[src/rtl/sdram_req_arb_if.sv]
// -----------------------------------------------------------------------------
// sdram_req_arb_if
// Bundles both request ports (A = CPU, B = display/DMA), the sdram_ctl host
// interface and the arbiter status flags.
//   slave  : arbiter side (takes requests, drives acks/rdata/ctl_*/status)
//   master : environment side (drives requests and the controller responses)
// Signals:
//   a_req/a_we/a_addr/a_wdata, a_ack/a_rdata   port A request / completion
//   b_req/b_we/b_addr/b_wdata, b_ack/b_rdata   port B request / completion
//   ctl_addr/ctl_data_in/ctl_write_en/ctl_refresh_data/ctl_burst_en
//                                              command towards sdram_ctl
//   ctl_data_ready/ctl_data_out                status/data from sdram_ctl
//   busy/err                                   arbiter status
// -----------------------------------------------------------------------------
interface sdram_req_arb_if #(
    parameter int ADDR_W = 25,
    parameter int DATA_W = 16
);
    logic              a_req;
    logic              a_we;
    logic [ADDR_W-1:0] a_addr;
    logic [DATA_W-1:0] a_wdata;
    logic              a_ack;
    logic [DATA_W-1:0] a_rdata;

    logic              b_req;
    logic              b_we;
    logic [ADDR_W-1:0] b_addr;
    logic [DATA_W-1:0] b_wdata;
    logic              b_ack;
    logic [DATA_W-1:0] b_rdata;

    logic [ADDR_W-1:0] ctl_addr;
    logic [DATA_W-1:0] ctl_data_in;
    logic              ctl_write_en;
    logic              ctl_refresh_data;
    logic              ctl_burst_en;
    logic              ctl_data_ready;
    logic [DATA_W-1:0] ctl_data_out;

    logic              busy;
    logic              err;

    modport slave (
        input  a_req, a_we, a_addr, a_wdata,
        output a_ack, a_rdata,
        input  b_req, b_we, b_addr, b_wdata,
        output b_ack, b_rdata,
        output ctl_addr, ctl_data_in, ctl_write_en, ctl_refresh_data, ctl_burst_en,
        input  ctl_data_ready, ctl_data_out,
        output busy, err
    );

    modport master (
        output a_req, a_we, a_addr, a_wdata,
        input  a_ack, a_rdata,
        output b_req, b_we, b_addr, b_wdata,
        input  b_ack, b_rdata,
        input  ctl_addr, ctl_data_in, ctl_write_en, ctl_refresh_data, ctl_burst_en,
        output ctl_data_ready, ctl_data_out,
        input  busy, err
    );
endinterface

[src/rtl/sdram_req_arb.sv]
// -----------------------------------------------------------------------------
// sdram_req_arb
// Two-port round-robin request arbiter in front of sdram_ctl. Serialises
// single-word reads/writes from port A and port B onto the controller host
// interface, one access outstanding at a time, with a one-cycle ack per access
// and read data returned on the granted port. A cycle counter abandons an
// access that hangs in ISSUE/BUSY and raises a sticky err flag.
// Ports:
//   clk  : system clock, rising edge
//   rst  : synchronous active-low reset
//   bus  : sdram_req_arb_if.slave (request ports, ctl_* interface, busy, err)
// All outputs are registered.
// -----------------------------------------------------------------------------
module sdram_req_arb #(
    parameter int ADDR_W  = 25,
    parameter int DATA_W  = 16,
    parameter int TIMEOUT = 1023
) (
    input  logic           clk,
    input  logic           rst,
    sdram_req_arb_if.slave bus
);

    localparam int CNT_W = $clog2(TIMEOUT + 1);
    // Count value in the last cycle before the counter would reach TIMEOUT.
    localparam logic [CNT_W-1:0] CNT_LAST = CNT_W'(TIMEOUT - 1);

    typedef enum logic [1:0] {
        S_IDLE  = 2'd0,
        S_ISSUE = 2'd1,
        S_BUSY  = 2'd2,
        S_DONE  = 2'd3
    } state_t;

    state_t            r_state;
    state_t            w_next;

    logic              w_grant;
    logic              w_grant_b;
    logic              w_complete;
    logic              w_timeout;

    logic              r_last_b;     // 1 = port B was granted last
    logic              r_gnt_b;      // port owning the current access
    logic [CNT_W-1:0]  r_cnt;

    logic [ADDR_W-1:0] r_ctl_addr;
    logic [DATA_W-1:0] r_ctl_data_in;
    logic              r_ctl_write_en;
    logic              r_ctl_refresh;
    logic              r_a_ack;
    logic              r_b_ack;
    logic [DATA_W-1:0] r_a_rdata;
    logic [DATA_W-1:0] r_b_rdata;
    logic              r_busy;
    logic              r_err;

    // State register
    always_ff @(posedge clk) begin
        if (!rst) begin
            r_state <= S_IDLE;
        end else begin
            r_state <= w_next;
        end
    end

    // Next-state and arbitration decode
    always_comb begin
        w_next     = r_state;
        w_grant    = 1'b0;
        w_grant_b  = 1'b0;
        w_complete = 1'b0;
        w_timeout  = 1'b0;
        unique case (r_state)
            S_IDLE: begin
                if (bus.ctl_data_ready && (bus.a_req || bus.b_req)) begin
                    w_grant   = 1'b1;
                    // B wins when alone, or on a tie when A was served last.
                    w_grant_b = bus.b_req && (!bus.a_req || !r_last_b);
                    w_next    = S_ISSUE;
                end
            end
            S_ISSUE: begin
                // Timeout is checked first so the counter can never run past
                // CNT_LAST by slipping into BUSY on the same cycle.
                if (r_cnt == CNT_LAST) begin
                    w_timeout = 1'b1;
                    w_next    = S_DONE;
                end else if (!bus.ctl_data_ready) begin
                    w_next = S_BUSY;
                end
            end
            S_BUSY: begin
                // A controller that finishes on the last allowed cycle still
                // counts as a real completion.
                if (bus.ctl_data_ready) begin
                    w_complete = 1'b1;
                    w_next     = S_DONE;
                end else if (r_cnt == CNT_LAST) begin
                    w_timeout = 1'b1;
                    w_next    = S_DONE;
                end
            end
            S_DONE: begin
                w_next = S_IDLE;
            end
            default: begin
                w_next = S_IDLE;
            end
        endcase
    end

    // Registered outputs, grant bookkeeping and timeout counter
    always_ff @(posedge clk) begin
        if (!rst) begin
            r_last_b       <= 1'b1;
            r_gnt_b        <= 1'b0;
            r_cnt          <= '0;
            r_ctl_addr     <= '0;
            r_ctl_data_in  <= '0;
            r_ctl_write_en <= 1'b0;
            r_ctl_refresh  <= 1'b0;
            r_a_ack        <= 1'b0;
            r_b_ack        <= 1'b0;
            r_a_rdata      <= '0;
            r_b_rdata      <= '0;
            r_busy         <= 1'b0;
            r_err          <= 1'b0;
        end else begin
            r_a_ack <= 1'b0;
            r_b_ack <= 1'b0;
            r_busy  <= (w_next != S_IDLE);

            if (r_state == S_ISSUE || r_state == S_BUSY) begin
                r_cnt <= r_cnt + 1'b1;
            end

            if (w_grant) begin
                r_gnt_b        <= w_grant_b;
                r_last_b       <= w_grant_b;
                r_cnt          <= '0;
                r_ctl_refresh  <= 1'b1;
                r_ctl_addr     <= w_grant_b ? bus.b_addr  : bus.a_addr;
                r_ctl_write_en <= w_grant_b ? bus.b_we    : bus.a_we;
                r_ctl_data_in  <= w_grant_b ? bus.b_wdata : bus.a_wdata;
            end

            if (w_complete) begin
                r_ctl_refresh <= 1'b0;
                if (!r_ctl_write_en) begin
                    if (r_gnt_b) r_b_rdata <= bus.ctl_data_out;
                    else         r_a_rdata <= bus.ctl_data_out;
                end
            end

            if (w_timeout) begin
                r_ctl_refresh <= 1'b0;
                r_err         <= 1'b1;
            end

            if (w_complete || w_timeout) begin
                r_a_ack <= !r_gnt_b;
                r_b_ack <= r_gnt_b;
            end
        end
    end

    assign bus.a_ack            = r_a_ack;
    assign bus.a_rdata          = r_a_rdata;
    assign bus.b_ack            = r_b_ack;
    assign bus.b_rdata          = r_b_rdata;
    assign bus.ctl_addr         = r_ctl_addr;
    assign bus.ctl_data_in      = r_ctl_data_in;
    assign bus.ctl_write_en     = r_ctl_write_en;
    assign bus.ctl_refresh_data = r_ctl_refresh;
    assign bus.ctl_burst_en     = 1'b0;
    assign bus.busy             = r_busy;
    assign bus.err              = r_err;

endmodule

[src/flat_wrapper.sv]
// flat-port wrapper written by rule: the top's interface ports become plain ports
module sdram_req_arb_flat 
#(
    parameter int ADDR_W  = 25,
    parameter int DATA_W  = 16,
    parameter int TIMEOUT = 1023
)
  (clk, rst, bus_a_req, bus_a_we, bus_a_addr, bus_a_wdata, bus_a_ack, bus_a_rdata, bus_b_req, bus_b_we, bus_b_addr, bus_b_wdata, bus_b_ack, bus_b_rdata, bus_ctl_addr, bus_ctl_data_in, bus_ctl_write_en, bus_ctl_refresh_data, bus_ctl_burst_en, bus_ctl_data_ready, bus_ctl_data_out, bus_busy, bus_err);
  sdram_req_arb_if #(.ADDR_W(ADDR_W), .DATA_W(DATA_W)) bus_i ();
  input  logic clk;
  input  logic rst;
  input wire logic [$bits(bus_i.a_req)-1:0] bus_a_req;
  input wire logic [$bits(bus_i.a_we)-1:0] bus_a_we;
  input wire logic [$bits(bus_i.a_addr)-1:0] bus_a_addr;
  input wire logic [$bits(bus_i.a_wdata)-1:0] bus_a_wdata;
  output wire logic [$bits(bus_i.a_ack)-1:0] bus_a_ack;
  output wire logic [$bits(bus_i.a_rdata)-1:0] bus_a_rdata;
  input wire logic [$bits(bus_i.b_req)-1:0] bus_b_req;
  input wire logic [$bits(bus_i.b_we)-1:0] bus_b_we;
  input wire logic [$bits(bus_i.b_addr)-1:0] bus_b_addr;
  input wire logic [$bits(bus_i.b_wdata)-1:0] bus_b_wdata;
  output wire logic [$bits(bus_i.b_ack)-1:0] bus_b_ack;
  output wire logic [$bits(bus_i.b_rdata)-1:0] bus_b_rdata;
  output wire logic [$bits(bus_i.ctl_addr)-1:0] bus_ctl_addr;
  output wire logic [$bits(bus_i.ctl_data_in)-1:0] bus_ctl_data_in;
  output wire logic [$bits(bus_i.ctl_write_en)-1:0] bus_ctl_write_en;
  output wire logic [$bits(bus_i.ctl_refresh_data)-1:0] bus_ctl_refresh_data;
  output wire logic [$bits(bus_i.ctl_burst_en)-1:0] bus_ctl_burst_en;
  input wire logic [$bits(bus_i.ctl_data_ready)-1:0] bus_ctl_data_ready;
  input wire logic [$bits(bus_i.ctl_data_out)-1:0] bus_ctl_data_out;
  output wire logic [$bits(bus_i.busy)-1:0] bus_busy;
  output wire logic [$bits(bus_i.err)-1:0] bus_err;
  assign bus_i.a_req = bus_a_req;
  assign bus_i.a_we = bus_a_we;
  assign bus_i.a_addr = bus_a_addr;
  assign bus_i.a_wdata = bus_a_wdata;
  assign bus_a_ack = bus_i.a_ack;
  assign bus_a_rdata = bus_i.a_rdata;
  assign bus_i.b_req = bus_b_req;
  assign bus_i.b_we = bus_b_we;
  assign bus_i.b_addr = bus_b_addr;
  assign bus_i.b_wdata = bus_b_wdata;
  assign bus_b_ack = bus_i.b_ack;
  assign bus_b_rdata = bus_i.b_rdata;
  assign bus_ctl_addr = bus_i.ctl_addr;
  assign bus_ctl_data_in = bus_i.ctl_data_in;
  assign bus_ctl_write_en = bus_i.ctl_write_en;
  assign bus_ctl_refresh_data = bus_i.ctl_refresh_data;
  assign bus_ctl_burst_en = bus_i.ctl_burst_en;
  assign bus_i.ctl_data_ready = bus_ctl_data_ready;
  assign bus_i.ctl_data_out = bus_ctl_data_out;
  assign bus_busy = bus_i.busy;
  assign bus_err = bus_i.err;
  sdram_req_arb #(.ADDR_W(ADDR_W), .DATA_W(DATA_W), .TIMEOUT(TIMEOUT)) u_core (.clk(clk), .rst(rst), .bus(bus_i));
endmodule
[config.mk]
export PLATFORM = sky130hd
export DESIGN_NAME = sdram_req_arb_flat
export DESIGN_NICKNAME = d
export VERILOG_FILES = /design/src/rtl/sdram_req_arb_if.sv /design/src/rtl/sdram_req_arb.sv /design/src/flat_wrapper.sv
export SDC_FILE = /design/constraint.sdc
export NUM_CORES = 1
export LEC_CHECK = 0
export BUFFER_PORTS_ARGS = -buffer_cell sky130_fd_sc_hd__buf_2
export CORE_ASPECT_RATIO = 0.5
export CORE_MARGIN = 10
export CORE_UTILIZATION = 40
export CTS_CLUSTER_SIZE = 28
export DETAILED_ROUTE_END_ITERATION = 8
export PLACE_DENSITY = 0.67
export SLEW_MARGIN = 20
export SYNTH_ARGS = -nofsm -noshare
export SYNTH_HDL_FRONTEND = slang
export SYNTH_SLANG_ARGS = --single-unit
[constraint.sdc]
create_clock -name clk -period 4.5 [get_ports clk]
set_clock_uncertainty 0.2 [all_clocks]
set_input_delay 0.45 -clock clk [delete_from_list [all_inputs] [get_ports clk]]
set_output_delay 0.45 -clock clk [all_outputs]
set_load 0.05 [all_outputs]
# ---- Word-level counts from Yosys, hierarchy flattened
# Index checks and enable logic that the tools add are counted.
dict set report classes {
  bitwise_logic 3
  eq_ne 4
  magnitude_cmp 0
  add_sub_neg 1
  reduce_logical 16
  n_shift 0
  mux 18
  div 0
  n_mul 0
}
# op count
set op_table {}
lappend op_table {{$mux W25} 1}
lappend op_table {{$mux W16} 1}
lappend op_table {{$add A10 B1 Y10 const B} 1}
lappend op_table {{$eq A10 B10 Y1 const B} 1}
lappend op_table {{$mux W2} 5}
lappend op_table {{$mux W1} 9}
lappend op_table {{$pmux W2 S4} 1}
lappend op_table {{$reduce_and A3 Y1} 2}
lappend op_table {{$eq A2 B2 Y1 const B} 2}
lappend op_table {{$logic_or A1 B1 Y1} 4}
lappend op_table {{$logic_not A1 Y1} 3}
lappend op_table {{$not A1 Y1} 3}
lappend op_table {{$reduce_or A3 Y1} 1}
lappend op_table {{$eq A2 B1 Y1 const B} 1}
lappend op_table {{$logic_and A1 B1 Y1} 2}
lappend op_table {{$logic_not A2 Y1} 1}
lappend op_table {{$pmux W1 S2} 1}
lappend op_table {{$reduce_and A2 Y1} 1}
lappend op_table {{$reduce_bool A2 Y1} 1}
lappend op_table {{$reduce_or A2 Y1} 1}
dict set report word_totals {
  rom_bits 0
  latchBits 0
  memories 0
  out_inout_bits 80
  reg_bits 93
  mem_bits_rw 0
}

# ---- Longest topological paths before layout
# Gate-level depths: netlist of run 1.
dict set report depth {
  depth_word 6
  mapped_depth 8
  mapped_depth_nobuf 6
}

# ---- Worst setup path before layout of run 1
# No wires, ideal clock.
dict set report synth_path {
  path_type {reg2reg}
  startpoint {reg u_core.r_state[1]}
  endpoint {reg u_core.r_cnt[9]}
  setup_slack_ns 2.643
  n_path_buf 1
  setup_time_ns 0.124
  stages_incl_launch_ff 8
  arrival_time_ns 1.533
  path_cell_list {dfxtp_1 > inv_1 > ha_1 > clkbuf_1 > nand4_1 > nor3_1 > xnor2_1 > nor2_1}
}
dict set report synth_via {
  elab_chain_len 3
  word_cells_on_any_way 6
  cone_classes {eq/ne (2); mux (1); reduce/logical (3)}
}
# element line_no
set synth_rtl {}
lappend synth_rtl {{from (decl)} sdram_req_arb.sv:35} ;# state_t r_state;
lappend synth_rtl {{from (signal assigned)} sdram_req_arb.sv:63} ;# r_state <= w_next;
lappend synth_rtl {{$logic_not A2 Y1} sdram_req_arb.sv:74} ;# unique case (r_state)
lappend synth_rtl {{$mux W1} sdram_req_arb.sv:74}
lappend synth_rtl {{$reduce_or A2 Y1 (no line)} n/a}
lappend synth_rtl {{to (signal assigned)} sdram_req_arb.sv:135} ;# r_cnt <= r_cnt + 1'b1;
lappend synth_rtl {{to (decl)} sdram_req_arb.sv:45} ;# logic [CNT_W-1:0] r_cnt;
# Several ways; a longest one is shown, not always the timed one.
# A chain may end at the register's enable or synchronous reset.

# ---- Worst setup path in the final report of run 1
dict set report layout_path {
  startpoint {reg u_core.r_state[0]}
  endpoint {reg u_core.r_ctl_addr[6] (netlist: u_core.bus.ctl_addr[6])}
}
dict set report layout_via {
  elab_chain_len 3
  word_cells_on_any_way 4
  cone_classes {mux (3); reduce/logical (1)}
}
# element line_no
set layout_rtl {}
lappend layout_rtl {{$logic_not A2 Y1 (*)} sdram_req_arb.sv:74}
lappend layout_rtl {{$mux W1} sdram_req_arb.sv:74}
lappend layout_rtl {{$mux W25} sdram_req_arb.sv:143} ;# r_ctl_addr <= w_grant_b ? bus.b_addr : bus.a_addr;
lappend layout_rtl {{to (signal assigned)} sdram_req_arb.sv:143}
lappend layout_rtl {{to (decl)} sdram_req_arb.sv:47} ;# logic [ADDR_W-1:0] r_ctl_addr;
# Every way passes the cells marked *; elsewhere a longest branch is shown, timed or not.

==> results.py, run 1 <==
metrics = {
    "floorplanning": {
        "die_h_um": 91.1,
        "die_w_um": 162,
        "io_pins": 185,
        "core-area_um2": 9630,
        "dieArea_um2": 14800,
        "placementRows": 25,
        "initial_utilization_pct": 42.0,
    },
    "timing": {
        "slew_viol_final": 0,
        "rsz0062_at_grt": "no",
        "post-route-min-period_ps": 2420,
        "fin_tns_setup_ps": 0,
        "setup_violations": 0,
        "timing.slew.headroom_pct": 27.5,
        "worstMarginPinSlew_ps": 1080,
        "finalCritPeriodShare_pct": 53.8,
        "hold_violations": 0,
        "fmax_mhz": 413,
    },
    "clock_network": {
        "clkLatencyLatePin_ps": 340,
        "cts_inserted_buffers": 9,
        "path_clk_slew_ps": 70,
        "htree_levels": 3,
        "cts.sinks": 93,
        "cts_tree": "built",
        "holdBufCountCts": 0,
        "cts.repair.resized": 0,
        "post_cts_buffers": 0,
        "clock_path_buffers": 2,
        "cts-root-buf": "clkbuf_16",
    },
    "pwr": {
        "p_switching_mw": 1.02,
        "pwr-share-comb_pct": 32.7,
        "p_per_area_nw_per_um2": 498,
        "p_total_mw": 2.65,
        "swShare_pct": 38.5,
        "vdd_drop_max_mv": 0.240,
        "p_seq_share_pct": 38.0,
        "pwr-share-clk_pct": 29.4,
        "internal_power_mw": 1.63,
        "cellLeakagePower_nw": 2.81,
    },
    "global_route": {
        "grt_pass1_vias": 3492,
        "grt_use_total_pct": 14.6,
        "grt_overflow": 0,
        "grt_pass1_wl_mm": 17.8,
        "grt_max_degree": 49,
        "antenna_found_initial": 0,
    },
    "finish": {
        "regArea_um2": 1860,
        "syn_to_final_growth_pct": 31.5,
        "finalNetCount": 705,
        "final_common_cell": "buf_2",
        "drive_above_1_share_pct": 35.3,
        "multi_input_area_um2": 2030,
        "nFillCells": 915,
        "most-common-layout-cells": "183 x buf_2, 115 x nand2_1, 93 x dfxtp_1",
        "final_core_util_pct": 55.2,
        "antennaDiodeCount": 0,
    },
    "routing": {
        "num_vias": 3512,
        "first_iter_violations": 158,
        "routedWlPerCell_um": 15.6,
        "viasPerCell": 4.79,
        "drc": 0,
        "ant_nets": 0,
        "wl_mm": 11.4,
        "dr.pass1.iters": 4,
    },
    "hold_path": {
        "hold_path_class": "in2reg",
    },
    "place": {
        "hpwl_mm": 8.46,
        "finalWeightedCongestion": 0.765,
        "portBuffers": 183,
    },
    "synthesis": {
        "synth-seq-cells": 93,
        "synth_edf_count": 0,
        "synth-main-ff-cell": "dfxtp_1",
        "netlist_instances": 427,
        "yosysUniqueCellTypes": 40,
        "yosysWarnings": 0,
        "seq_area_frac_synth_pct": 46.0,
        "netlist_area_um2": 4040,
        "synth.avg_cell_area_um2": 9.47,
        "syn-num-nets": 539,
        "synth-async-reset-ratio_pct": 0,
    },
    "critical_path": {
        "critPathLaunchType": "flop",
        "required_ps": 4530,
        "critical_path_buf_inv_count": 2,
        "arrival_ps": 2450,
        "crit_slowest_cell": "and2_2",
        "crit_type": "reg2reg",
        "cp_max_fo": 48,
        "max_stage_delay_ps": 720,
        "critPathCaptureType": "flop",
        "path_cells": "inv_1 -> ha_1 -> and2_2 -> buf_4 -> nand2_1 -> o211a_1",
        "cp_top_family": "simple AND/OR/NAND/NOR gates",
    },
    "flow_run": {
        "maxCapViolCount": 0,
    },
    "status": {
        "outcome": "completed",
    },
}
power by group through the flow:
stage	logic [mW]	clock network, mW	registers [mW]
after floorplan	0.317	0	1.36
after global placement	0.866	0	1.02
after detailed placement	0.873	0	1.02
after CTS	0.875	0.797	1.00
after global routing	0.929	0.831	1.02
final	0.865	0.779	1.01
worst paths after layout:
| path | start | to | slack [ps] | cells past startpoint |
|---|---|---|---|---|
| hold reg to reg | u_core.bus.b_rdata[1] | u_core.bus.b_rdata[1] | 250 | 2 |
| hold / removal | bus_ctl_data_out[0] | u_core.bus.b_rdata[0] | 150 | 3 |
| setup / recovery | u_core.r_state[0] | u_core.bus.ctl_addr[6] | 2080 | 6 |
| setup reg to reg | u_core.r_state[0] | u_core.bus.ctl_addr[6] | 2080 | 6 |
metrics by stage:
stage	std cells	hold slack (ps)	setup WS, ps	cell area (um^2)
2_1_floorplan	427	241	2640	4040
6_report	733	150	2080	5320
5_1_grt	733	143	1860	5320
3_3_place_gp	717	237	1940	5000
4_1_cts	733	138	2080	5310
3_5_place_dp	717	242	1880	5000
state kept, by name, summed over array words and instances, names as in the netlist:
| register | flops |
|---|---|
| u_core.bus.b_ack | 1 |
| u_core.r_gnt_b | 1 |
| u_core.bus.a_ack | 1 |
| u_core.bus.ctl_refresh_data | 1 |
| u_core.bus.err | 1 |
| u_core.bus.b_rdata | 16 |
| u_core.r_cnt | 10 |
| u_core.bus.ctl_data_in | 16 |
| u_core.bus.busy | 1 |
| u_core.bus.ctl_write_en | 1 |
| u_core.bus.ctl_addr | 25 |
| u_core.bus.a_rdata | 16 |
| u_core.r_state | 2 |
| u_core.r_last_b | 1 |
worst reg2reg max path, stage by stage, from the launching register on:
cell and delay (ps):
dfxtp_1 340, inv_1 150, ha_1 190, and2_2 720
buf_4 480, nand2_1 110, o211a_1 140
cell type report:
cell class / instances / share of cell area [%]
clock buffers: 9 / 4.24
clock inverters: 7 / 1.53
inverters: 3 / 0.212
multi-input cells: 300 / 38.2
flip-flops and latches: 93 / 35.0
well taps: 135 / 3.18
repair buffers: 186 / 17.6
per-layer routing:
layer  up-vias  part of all wire (%)  GRT usage [%]
met5         -                     0              0
met4         0                   2.0           4.67
met3        17                   6.3           5.45
met2        98                    49           25.5
met1      1601                    43           16.3
li1       1796                     -              -
synthesized netlist by cell type (2+ instances only):
cell | count | share of area (%)
a21boi_0 | 2 | 0.37
a21boi_1 | 34 | 6.3
and3_1 | 2 | 0.31
buf_2 | 11 | 1.4
buf_4 | 5 | 0.93
clkbuf_1 | 14 | 1.3
dfxtp_1 | 93 | 46
ha_1 | 7 | 2.2
inv_1 | 3 | 0.28
mux2i_1 | 42 | 10
nand2_1 | 115 | 11
nand4_1 | 3 | 0.46
nor2_1 | 17 | 1.6
o211a_1 | 42 | 10
o21a_1 | 2 | 0.37
o21ai_0 | 2 | 0.25
o21ai_1 | 2 | 0.25
o31ai_1 | 2 | 0.37
xnor2_1 | 5 | 1.1
xor2_1 | 4 | 0.87
logic make-up after synthesis:
| logic type | Yosys count | synth area share, % |
|---|---|---|
| fa+ha+maj | 8 | 2.41 |
| mux | 42 | 10.4 |
| flops | 93 | 46.0 |
| xor+xnor | 9 | 1.95 |
| simple gates | 151 | 15.9 |
| other cells | 1 | 0.0927 |
| buf+inv | 34 | 4.21 |
| compound gates | 89 | 19.0 |
No activity file was read; power rests on OpenSTA's default activity.
==> inputs of run 2 (changes only) <==
==> constraint.sdc (replaced) <==
create_clock -name clk -period 2.4 [get_ports clk]
set_clock_uncertainty 0.2 [all_clocks]
set_input_delay 0.24 -clock clk [delete_from_list [all_inputs] [get_ports clk]]
set_output_delay 0.24 -clock clk [all_outputs]
set_load 0.05 [all_outputs]
==> results.py, run 2 (synthesized netlist as in run 1, its figures left out) <==
metrics = {
    "global_route": {
        "grt_overflow": 0,
        "grt_use_total_pct": 14.5,
        "grt_pass1_vias": 3588,
        "antenna_found_initial": 0,
        "grt_max_degree": 87,
        "grt_pass1_wl_mm": 17.7,
    },
    "finish": {
        "largest_reg_flops": 25,
        "syn_to_final_growth_pct": 36.2,
        "final_common_cell": "buf_2",
        "layout.cells.non_filler": 754,
        "antennaDiodeCount": 0,
        "most-common-layout-cells": "183 x buf_2, 115 x nand2_1, 93 x dfxtp_1",
        "drive_above_1_share_pct": 34.9,
        "finalNetCount": 726,
        "nFillCells": 931,
    },
    "routing": {
        "wl_mm": 11.2,
        "dr.pass1.iters": 4,
        "ant_nets": 0,
        "viasPerCell": 4.75,
        "num_vias": 3583,
        "drc": 0,
        "routedWlPerCell_um": 14.9,
        "first_iter_violations": 192,
    },
    "hold_path": {
        "min_path_cells": 2,
        "hold_path_class": "in2reg",
        "holdPathEnd": "u_core.r_state[1]",
        "min_from": "bus_ctl_data_ready",
    },
    "floorplanning": {
        "io_pins": 185,
        "die_h_um": 91.1,
        "dieArea_um2": 14800,
        "placementRows": 25,
        "core-area_um2": 9630,
        "initial_utilization_pct": 42.0,
        "die_w_um": 162,
    },
    "critical_path": {
        "worstRegToRegCells": 6,
        "rr_endpoint": "u_core.bus.a_rdata[4]",
        "cp_max_fo": 16,
        "crit_type": "reg2reg",
        "reg2reg_from": "u_core.r_state[0]",
        "r2r_slack_ps": 420,
        "arrival_ps": 2020,
        "required_ps": 2440,
        "critPathCaptureType": "flop",
        "critPathLaunchType": "flop",
    },
    "clock_network": {
        "cts.sinks": 93,
        "cts-root-buf": "clkbuf_16",
        "post_cts_buffers": 0,
        "clock_path_buffers": 2,
        "path_clk_slew_ps": 70,
        "cts.repair.resized": 0,
        "clkLatencyLatePin_ps": 340,
        "htree_levels": 3,
        "cts_inserted_buffers": 9,
        "cts_tree": "built",
    },
    "timing": {
        "worstMarginPinSlew_ps": 534,
        "fmax_mhz": 505,
        "hold_violations": 0,
        "setup_violations": 0,
        "finalCritPeriodShare_pct": 82.4,
        "fin_tns_setup_ps": 0,
        "rsz0062_at_grt": "no",
        "slew_viol_final": 0,
        "post-route-min-period_ps": 1980,
        "timing.slew.headroom_pct": 64.4,
    },
    "place": {
        "finalWeightedCongestion": 0.772,
        "hpwl_mm": 8.50,
        "dp.cells": 722,
        "portBuffers": 183,
    },
    "pwr": {
        "p_per_area_nw_per_um2": 892,
        "cellLeakagePower_nw": 2.90,
        "vdd_drop_max_mv": 0.522,
    },
    "flow_run": {
        "maxCapViolCount": 0,
    },
    "status": {
        "outcome": "completed",
    },
}
## run 2: stage by stage
stage               setup slack (ps)  power (mW)  hold WS (ps)  util [%]  cell area, um^2
floorplan                        543        3.15           160         -             4040
global placement                 474        3.55           239      52.5             5050
detailed placement               426        3.56           243      52.5             5050
CTS                              425        4.99          8.20      57.2             5510
global route                     261        5.17          30.4      57.2             5510
finish                           422        4.91          12.9      57.2             5510
## run 2: how the worst max path moves through the flow
stage	from	endpoint	slack, ps	cells past startpoint
floorplan	u_core.r_state[1]	u_core.r_cnt[9]	540	7
global route	u_core.r_state[0]	u_core.bus.a_rdata[11]	260	6
CTS	u_core.r_state[0]	u_core.bus.a_rdata[4]	430	6
detailed placement	u_core.r_state[0]	u_core.bus.a_rdata[8]	430	6
finish	u_core.r_state[0]	u_core.bus.a_rdata[4]	420	6
global placement	u_core.r_state[0]	u_core.bus.a_rdata[1]	470	6
## run 2: worst max-delay path: stages, from the launching register on
cell and delay, ps:
dfxtp_1 330, inv_1 140, ha_1 260, nand2_1 140
or3_1 570, nand2_1 170, a21boi_1 70
## run 2: per-layer routing
layer / vias to the layer above / global-route usage, % / part of all wire [%]
met1: 1638 / 15.4 / 42
met5: - / 0 / 0
met4: 0 / 4.37 / 1.4
li1: 1836 / - / -
met3: 12 / 5.27 / 6.0
met2: 97 / 26.3 / 51
## run 2: timing repair
item,in CTS,in global routing
hold buffers,16,0
setup endpoints to repair,0,0
endpoints found under the hold margin,32,0
## run 2: report_power, final
part           internal [mW]  switching, mW  total [mW]
Sequential              1.76          0.121        1.88
Clock                  0.731          0.646        1.38
Combinational          0.506           1.15        1.65
## run 2: final cells by class
class	count	area, um^2	area share [%]
clock inverters	7	67.6	1.23
flip-flops and latches	93	1860	33.8
multi-input cells	300	2020	36.8
inverters	3	11.3	0.204
well taps	135	169	3.07
repair buffers	207	1150	20.9
clock buffers	9	225	4.09
